File: config.mk
export PLATFORM = sky130hd
export DESIGN_NAME = command_queue
export DESIGN_NICKNAME = d
export VERILOG_FILES = /design/src/rtl/command_queue.sv
export SDC_FILE = /design/constraint.sdc
export NUM_CORES = 1
export LEC_CHECK = 0
export ABC_AREA = 1
export BUFFER_PORTS_ARGS = -buffer_cell sky130_fd_sc_hd__buf_2
export CAP_MARGIN = 20
export CORE_UTILIZATION = 50
export CTS_CLUSTER_SIZE = 14
export DETAILED_ROUTE_END_ITERATION = 16
export GPL_ROUTABILITY_DRIVEN = 1
export PLACE_DENSITY = 0.7
export SETUP_SLACK_MARGIN = 0.5
export SYNTH_ARGS = -nofsm -noshare
export SYNTH_HDL_FRONTEND = slang
export SYNTH_SLANG_ARGS = --single-unit
File: constraint.sdc
create_clock -name clk -period 4.3 [get_ports clk]
set_clock_uncertainty 0.05 [all_clocks]
set_input_delay 0.645 -clock clk [delete_from_list [all_inputs] [get_ports clk]]
set_output_delay 0.645 -clock clk [all_outputs]
set_load 0.05 [all_outputs]
File: src/rtl/command_queue.sv
// Host-to-GPU command queue: synchronises the host write strobe, buffers command/data pairs
// in a FIFO and hands them to the GPU through a registered valid/busy output stage.
module command_queue #(
    parameter int unsigned          CMD_WIDTH   = 16,
    parameter int unsigned          DATA_WIDTH  = 16,
    parameter int unsigned          DEPTH       = 8,
    parameter int unsigned          SYNC_STAGES = 2,
    parameter logic [CMD_WIDTH-1:0] FLUSH_CMD   = 16'hFFFF,
    parameter logic [CMD_WIDTH-1:0] STATUS_CMD  = 16'hFFFE,
    localparam int unsigned         PTR_W       = $clog2(DEPTH),
    localparam int unsigned         LVL_W       = $clog2(DEPTH) + 1
) (
    input  logic                  clk,
    input  logic                  rst,
    input  logic                  chipSelect,
    input  logic                  outputEnable,
    input  logic                  commandClk,
    input  logic [CMD_WIDTH-1:0]  inputCommand,
    input  logic [DATA_WIDTH-1:0] dataIn,
    input  logic [DATA_WIDTH-1:0] dataFromGpu,
    input  logic                  gpuBusy,
    output logic [DATA_WIDTH-1:0] dataOut,
    output logic                  dataOutEnable,
    output logic                  gpuValid,
    output logic [CMD_WIDTH-1:0]  gpuCommand,
    output logic [DATA_WIDTH-1:0] gpuData,
    output logic                  hostBusy,
    output logic                  overflow,
    output logic [LVL_W-1:0]      level
);

    logic [SYNC_STAGES-1:0] syncQ;
    logic                   edgeQ;
    logic [PTR_W-1:0]       wrPtrQ, rdPtrQ;
    logic [LVL_W-1:0]       levelQ;
    logic                   gpuValidQ, overflowQ;
    logic [CMD_WIDTH-1:0]   gpuCommandQ;
    logic [DATA_WIDTH-1:0]  gpuDataQ;
    logic [CMD_WIDTH-1:0]   cmdMem  [DEPTH];
    logic [DATA_WIDTH-1:0]  dataMem [DEPTH];

    logic writeEvent, flushEvent, pushReq, full, empty, doPush, doPop;

    assign writeEvent = syncQ[SYNC_STAGES-1] & ~edgeQ & chipSelect;
    assign flushEvent = writeEvent && (inputCommand == FLUSH_CMD);
    assign pushReq    = writeEvent && (inputCommand != FLUSH_CMD);
    assign full       = (levelQ == LVL_W'(DEPTH));
    assign empty      = (levelQ == '0);
    assign doPush     = pushReq && !full;
    // Pop decision uses the registered level, so a fresh push never falls through.
    assign doPop      = (!gpuValidQ || !gpuBusy) && !empty;

    always_ff @(posedge clk or negedge rst) begin
        if (!rst) begin
            syncQ <= '0;
            edgeQ <= 1'b0;
        end else begin
            syncQ <= {syncQ[SYNC_STAGES-2:0], commandClk};
            edgeQ <= syncQ[SYNC_STAGES-1];
        end
    end

    always_ff @(posedge clk) begin
        if (doPush) begin
            cmdMem[wrPtrQ]  <= inputCommand;
            dataMem[wrPtrQ] <= dataIn;
        end
    end

    always_ff @(posedge clk or negedge rst) begin
        if (!rst) begin
            wrPtrQ      <= '0;
            rdPtrQ      <= '0;
            levelQ      <= '0;
            gpuValidQ   <= 1'b0;
            gpuCommandQ <= '0;
            gpuDataQ    <= '0;
            overflowQ   <= 1'b0;
        end else if (flushEvent) begin
            wrPtrQ    <= '0;
            rdPtrQ    <= '0;
            levelQ    <= '0;
            gpuValidQ <= 1'b0;
            overflowQ <= 1'b0;
        end else begin
            if (doPush) begin
                wrPtrQ <= wrPtrQ + PTR_W'(1);
            end
            if (pushReq && full) begin
                overflowQ <= 1'b1;
            end
            unique case ({doPush, doPop})
                2'b10:   levelQ <= levelQ + LVL_W'(1);
                2'b01:   levelQ <= levelQ - LVL_W'(1);
                default: levelQ <= levelQ;
            endcase
            if (doPop) begin
                rdPtrQ      <= rdPtrQ + PTR_W'(1);
                gpuValidQ   <= 1'b1;
                gpuCommandQ <= cmdMem[rdPtrQ];
                gpuDataQ    <= dataMem[rdPtrQ];
            end else if (gpuValidQ && !gpuBusy) begin
                gpuValidQ <= 1'b0;
            end
        end
    end

    always_comb begin
        dataOut = dataFromGpu;
        if (inputCommand == STATUS_CMD) begin
            dataOut = DATA_WIDTH'({overflowQ, full, levelQ});
        end
    end

    assign dataOutEnable = chipSelect & outputEnable;
    assign gpuValid      = gpuValidQ;
    assign gpuCommand    = gpuCommandQ;
    assign gpuData       = gpuDataQ;
    assign hostBusy      = full;
    assign overflow      = overflowQ;
    assign level         = levelQ;

endmodule

After elaboration in Yosys (flattened, before gate mapping)
Memory sizes are Yosys's and may differ from the RTL's. A register that Yosys moved wholly into a read port is not among the register bits.
Cells that the tools add are included.
{ "totals": {"latch_bits": 0, "romBits": 0, "n_memories": 2, "output_inout_bits": 56, "input_bits": 54, "wordCells": 58, "register_bits": 15, "ramBits": 256} }
{ "mem_list": {"columns": ["name", "depth", "width", "rd", "rd_ports_with_merged_regs", "write_ports", "line", "source"], "rows": [
  ["cmdMem", 8, 16, 1, 1, 1, "39", "logic [CMD_WIDTH-1:0] cmdMem [DEPTH];"],
  ["dataMem", 8, 16, 1, 1, 1, "40", "logic [DATA_WIDTH-1:0] dataMem [DEPTH];"]
]} }
{ "op_classes": {"div_mod_pow": 0, "n_bitwise": 5, "muxes": 14, "n_eq_ne": 6, "n_reduce_logical": 20, "add_sub_neg": 4, "shift": 0, "multipliers": 0, "order_cmp": 0} }
{ "ops": {"columns": ["cell", "n"], "rows": [
  ["$eq A16 B16 Y1 const B", 2],
  ["$mux W16", 1],
  ["$ne A16 B16 Y1 const B", 1],
  ["$mux W3", 4],
  ["$pmux W4 S2", 1],
  ["$mux W1", 7],
  ["$add A3 B1 Y3 const B", 2],
  ["$logic_and A1 B1 Y1", 6],
  ["$logic_not A1 Y1", 6],
  ["$reduce_bool A2 Y1", 3],
  ["$reduce_bool A3 Y1", 2],
  ["$add A4 B1 Y4 const B", 1],
  ["$eq A4 B4 Y1 const B", 1],
  ["$logic_not A4 Y1", 1],
  ["$mux W4", 1],
  ["$sub A4 B1 Y4 const B", 1],
  ["$and A1 B1 Y1", 3],
  ["$eq A2 B1 Y1 const B", 1],
  ["$eq A2 B2 Y1 const B", 1],
  ["$not A1 Y1", 2],
  ["$reduce_and A2 Y1", 1],
  ["$logic_or A1 B1 Y1", 1]
]} }

Longest topological paths before layout
{ "logic_depth": {"ltp_word": 8, "depth_mapped": 16} }

Worst setup path before layout
OpenSTA, ideal clock, no wires.
{ "synth_path": {"kind": "register -> register", "from": "register levelQ[1], in the netlist level[1]", "to": "memory cmdMem[0][0] (enable)", "path_buffers": 0, "setup_time_ps": 421, "path_slack_ps": 886, "required_time_ps": 3829, "period_less_slack_ps": 3414, "path_stages_with_launch": 9, "arrival_time_ps": 2943, "cell_sequence": "dfrtp_1 nor2_2 nand2_1 inv_1 nor2_2 o21ai_2 inv_1 nand2_1 nor2_1"} }
{ "synth_between": {"elab_chain_len": 5} }
{ "synth_rtl": {"columns": ["item", "line", "source"], "rows": [
  ["start: declaration", "35", "logic [LVL_W-1:0] levelQ;"],
  ["start signal: assignment", "93", "2'b10: levelQ <= levelQ + LVL_W'(1);"],
  ["start signal: assignment", "94", "2'b01: levelQ <= levelQ - LVL_W'(1);"],
  ["start signal: assignment", "95", "default: levelQ <= levelQ;"],
  ["$eq A4 B4 Y1", "47", "assign full = (levelQ == LVL_W'(DEPTH));"],
  ["via hostBusy", "27", "output logic hostBusy,"],
  ["$logic_not A1 Y1", "49", "assign doPush = pushReq && !full;"],
  ["$logic_and A1 B1 Y1", "49", null],
  ["$mux W1", "64", "if (doPush) begin"],
  ["$mux W1 (not written as such)", "65", "cmdMem[wrPtrQ] <= inputCommand;"],
  ["end: declaration", "39", null]
]} }
The timed path passes the listed nets, and every way through them passes these cells.

Final worst setup path
{ "layout_path": {"from": "input inputCommand[13]", "to": "output dataOut[3]"} }
{ "layout_between": {"elab_chain_len": 2} }
{ "layout_rtl": {"columns": ["item", "line", "source"], "rows": [
  ["start: declaration", "18", "input logic [CMD_WIDTH-1:0] inputCommand,"],
  ["$eq A16 B16 Y1", "110", "if (inputCommand == STATUS_CMD) begin"],
  ["$mux W16", "110", null],
  ["end: declaration", "22", "output logic [DATA_WIDTH-1:0] dataOut,"]
]} }
Every way passes these cells.

==> out/results.txt <==
The flow ran to the end, and the final reports show no timing, DRC or antenna violations. The number of flops mapped to enable cells by yosys is 256, and the number of nets in the synthesized netlist is 1006. In the final routed layout, each cell accounts on average for 17.8 µm. The detailed router finished its first iteration with 434 violations.

The leading area contributor after synthesis is edfxtp_1. The tools report the setup TNS as 0 ns. The number of nets in the finished design was 1117; the register clock-pin slew on the reported worst setup and hold paths was 0.06 ns. The worst setup path is captured at a primary output. The worst slew margin relative to its limit was 50.6%. After synthesis the netlist holds a flip-flop and latch count of 303. The tools report the initial antenna violation count as 2. No sink is reached through more buffers than the 3 on the longest clock path. The final layout contains routed wiring with a total length of 25.0 mm.

The internal portion of the total power is 6.09 mW. Clock tree synthesis selected as its root buffer the cell clkbuf_16. Power spread over the standard cell area amounts to 672 mW/mm². Static timing analysis puts the maximum clock frequency at 317 MHz. Number of global-route vias before repair: 7318. Synthesis handed over a netlist of 948 instances.

The number of clock sinks seen by CTS was 303; the area share of the largest cell type after synthesis was 62.7%. TritonCTS built the clock tree. The worst setup path is of the primary input to primary output kind.

The routability-driven placement congestion ratio came out at 0.830. Final number of setup-violating endpoints: 0. The peak supply drop was 336 µV. During synthesis, Yosys emitted a total of 0 warnings. In this run the worst path has a maximum fanout of 16. For the worst setup path, the data arrival time is 2.46 ns.

The number of buffers inserted by port buffering was 109; the length of the first detailed-routing pass in iterations was 4. The logs give 1 for the depth of the CTS H-tree and 3.61 ns for the required time reported for the critical path endpoint. The fraction of synthesis flops using an asynchronous set or reset pin works out to 15.5%. The vertical die dimension works out to 159 µm. In this run, the clock network consumes 28.5% of the power. The run gives 0 as the number of maximum-capacitance constraint violations.

Startpoint type of the worst setup path: a primary input. The number of post-CTS setup repair buffers was 0; the clock latency reported for the late side of the worst-skew pair was 0.54 ns. The tools report the first-pass GRT wire length as 39.3 mm. The floorplan step defined a die boundary enclosing 0.0252 mm². Sequential cells burn 40.0% of the power. The post-route netlist has 18.6% of its cells at a drive strength greater than 1.

The tools report the remaining antenna violation count after routing as 0. Setup repair after global routing left no endpoint under its margin. The mean instance size in the synthesized netlist came out at 12.9 µm². The total via count after detailed routing is 7459, and the mapped cell area is 0.0123 mm². The startpoint of the tightest hold check path was commandClk. The part of the Yosys area used for sequential elements came out at 72.3%.

The most used flip-flop cell after synthesis is edfxtp_1. DRC violation count after routing: 0. The share of the cycle needed by the critical path after routing was 73.4%; the minimum clock period was 3.15 ns. The initialized floorplan defines 56 standard-cell rows.

110 I/O pins were placed. The worst register-to-register path begins at level[0]$_DFFE_PN0P_. The maximum number of pins on one net before global-route repair was 77.

The number of hold violations in the final report is 0, and the net switching fraction of the power is 36.2%. Synthesis instantiated 31 different standard cells from the library. The tools report the sum of overflow across all layers after global routing as 0. The tools report the worst setup path startpoint as inputCommand[13]. The analysis attributes to net switching a power of 3.46 mW. At the pin with the least slew margin, the transition time is 0.741 ns. Combinational cells account for 31.6% of the total power. The leakage power was 5.56 nW. The wire-length estimate of the detail-placed layout is 14.8 mm. For this configuration, the core starts out at a cell density of 51.6%. The die width works out to 159 µm. The completed layout was analyzed and its total power is 9.55 mW.

From synthesis to final layout, the design area changed by 16.0%. In this run the worst hold path is classified as primary input to flip-flop. The antenna cell count was 0. Global routing used 20.7% of the available tracks. The detail-routed via count per cell works out to 5.32. The number of slew-limit violations in the final report is 0. Buffers inserted during clock tree synthesis total 30. The run gives 0.0238 mm² as the total core area. In the post-synthesis netlist, the biggest area contributors are edfxtp_1, dfrtp_1, mux2i_1.
-- flip-flops by register name, summed over array words and instances, names as in the netlist, 2 cells and up --
| signal | cells |
|---|---|
| rdPtrQ | 3 |
| gpuData | 16 |
| wrPtrQ | 3 |
| syncQ | 2 |
| level | 4 |
| cmdMem | 128 |
| dataMem | 128 |
| gpuCommand | 16 |
-- kinds of logic after synthesis --
family,synth area share (%)
compound gates,10.1
xor+xnor,0.143
fa+ha+maj,0.408
buf+inv,5.39
flops,72.3
mux,5.78
simple gates,5.94
-- final cells by class --
type / instances / area [µm²]
fillers: 1790 / 9530
flip-flops and latches: 303 / 8870
multi-input cells: 495 / 2800
clock buffers: 40 / 810
repair buffers: 130 / 743
well taps: 319 / 399
inverters: 99 / 372
clock inverters: 16 / 230
-- per-stage QoR --
step                std cells  utilization [%]  hold slack [ns]  area [µm²]  setup slack, ns
global route             1402             59.9            0.153       14200             1.03
CTS                      1402             59.9            0.154       14200             1.14
finish                   1402             59.9            0.172       14200             1.15
floorplan                 948                -            0.281       12300            0.886
detailed placement       1345             55.4            0.297       13200             1.13
global placement         1345             55.4            0.286       13200             1.17
-- synthesized netlist by cell type (2+ instances only) --
cell type	n
edfxtp_1	256
o21ai_0	126
nand2_1	104
inv_1	94
a21oi_1	68
mux2i_1	64
nor2_1	62
dfrtp_1	47
a31oi_1	33
clkbuf_1	29
buf_6	10
o21ai_1	8
buf_2	6
mux2_2	6
inv_2	5
nand3_1	5
buf_4	4
ha_1	4
nor2_2	3
buf_1	2
nand2_2	2
-- what timing repair did --
| action | in CTS | in global routing |
|---|---|---|
| resized for setup | 0 | 0 |
| hold buffers | 1 | 0 |
| hold endpoints to repair | 12 | 0 |
-- critical path: stages --
cell	delay, ns
buf_2	0.16
nand2_1	0.07
nor2_1	0.15
nand2_1	0.19
nor2_2	0.62
mux2_2	0.41
buf_2	0.21
-- placed cells by master, fill, tap and decap left out, types with 2 or more instances in the layout --
master,count
edfxtp_1,256
o21ai_0,126
buf_2,109
nand2_1,104
inv_1,94
a21oi_1,68
mux2i_1,64
nor2_1,54
dfrtp_1,45
a31oi_1,33
clkbuf_16,31
buf_4,17
nor2_4,9
clkbuf_1,9
o21ai_1,8
mux2_2,6
bufinv_16,6
inv_2,5
nand3_1,5
ha_1,4
clkinv_1,4
clkinv_2,4
nor2_2,3
buf_12,3
nand2_2,2
clkinvlp_4,2
-- power groups by stage --
stage          combinational (mW)  clock, mW  sequential [mW]
2_1_floorplan                1.81          0             4.33
3_3_place_gp                 2.99          0             3.87
3_5_place_dp                 3.03          0             3.88
4_1_cts                      3.05       2.76             3.82
5_1_grt                      3.35       2.87             3.87
6_report                     3.01       2.72             3.82
-- worst paths after layout --
kind | to | slack, ns | cells past startpoint
setup / recovery | dataOut[3] | 1.15 | 7
hold / removal | syncQ[0]$_DFF_PN0_ | 0.17 | 1
setup reg to reg | dataMem[6][9]$_DFFE_PP_ | 1.59 | 9
hold reg to reg | syncQ[1]$_DFF_PN0_ | 0.30 | 0
max in group asynchronous | rdPtrQ[0]$_DFFE_PN0P_ | 2.79 | 3
min in group asynchronous | gpuCommand[9]$_DFFE_PN0P_ | 0.51 | 2
-- per-layer routing --
metal | global-route usage (%) | up-vias | part of all wire (%)
li1 | - | 3581 | -
met1 | 27.3 | 3636 | 44
met2 | 35.7 | 204 | 49
met3 | 2.83 | 34 | 5.5
met4 | 6.27 | 4 | 1.9
met5 | 0 | - | 0.11
No activity file was read; power rests on OpenSTA's default activity.
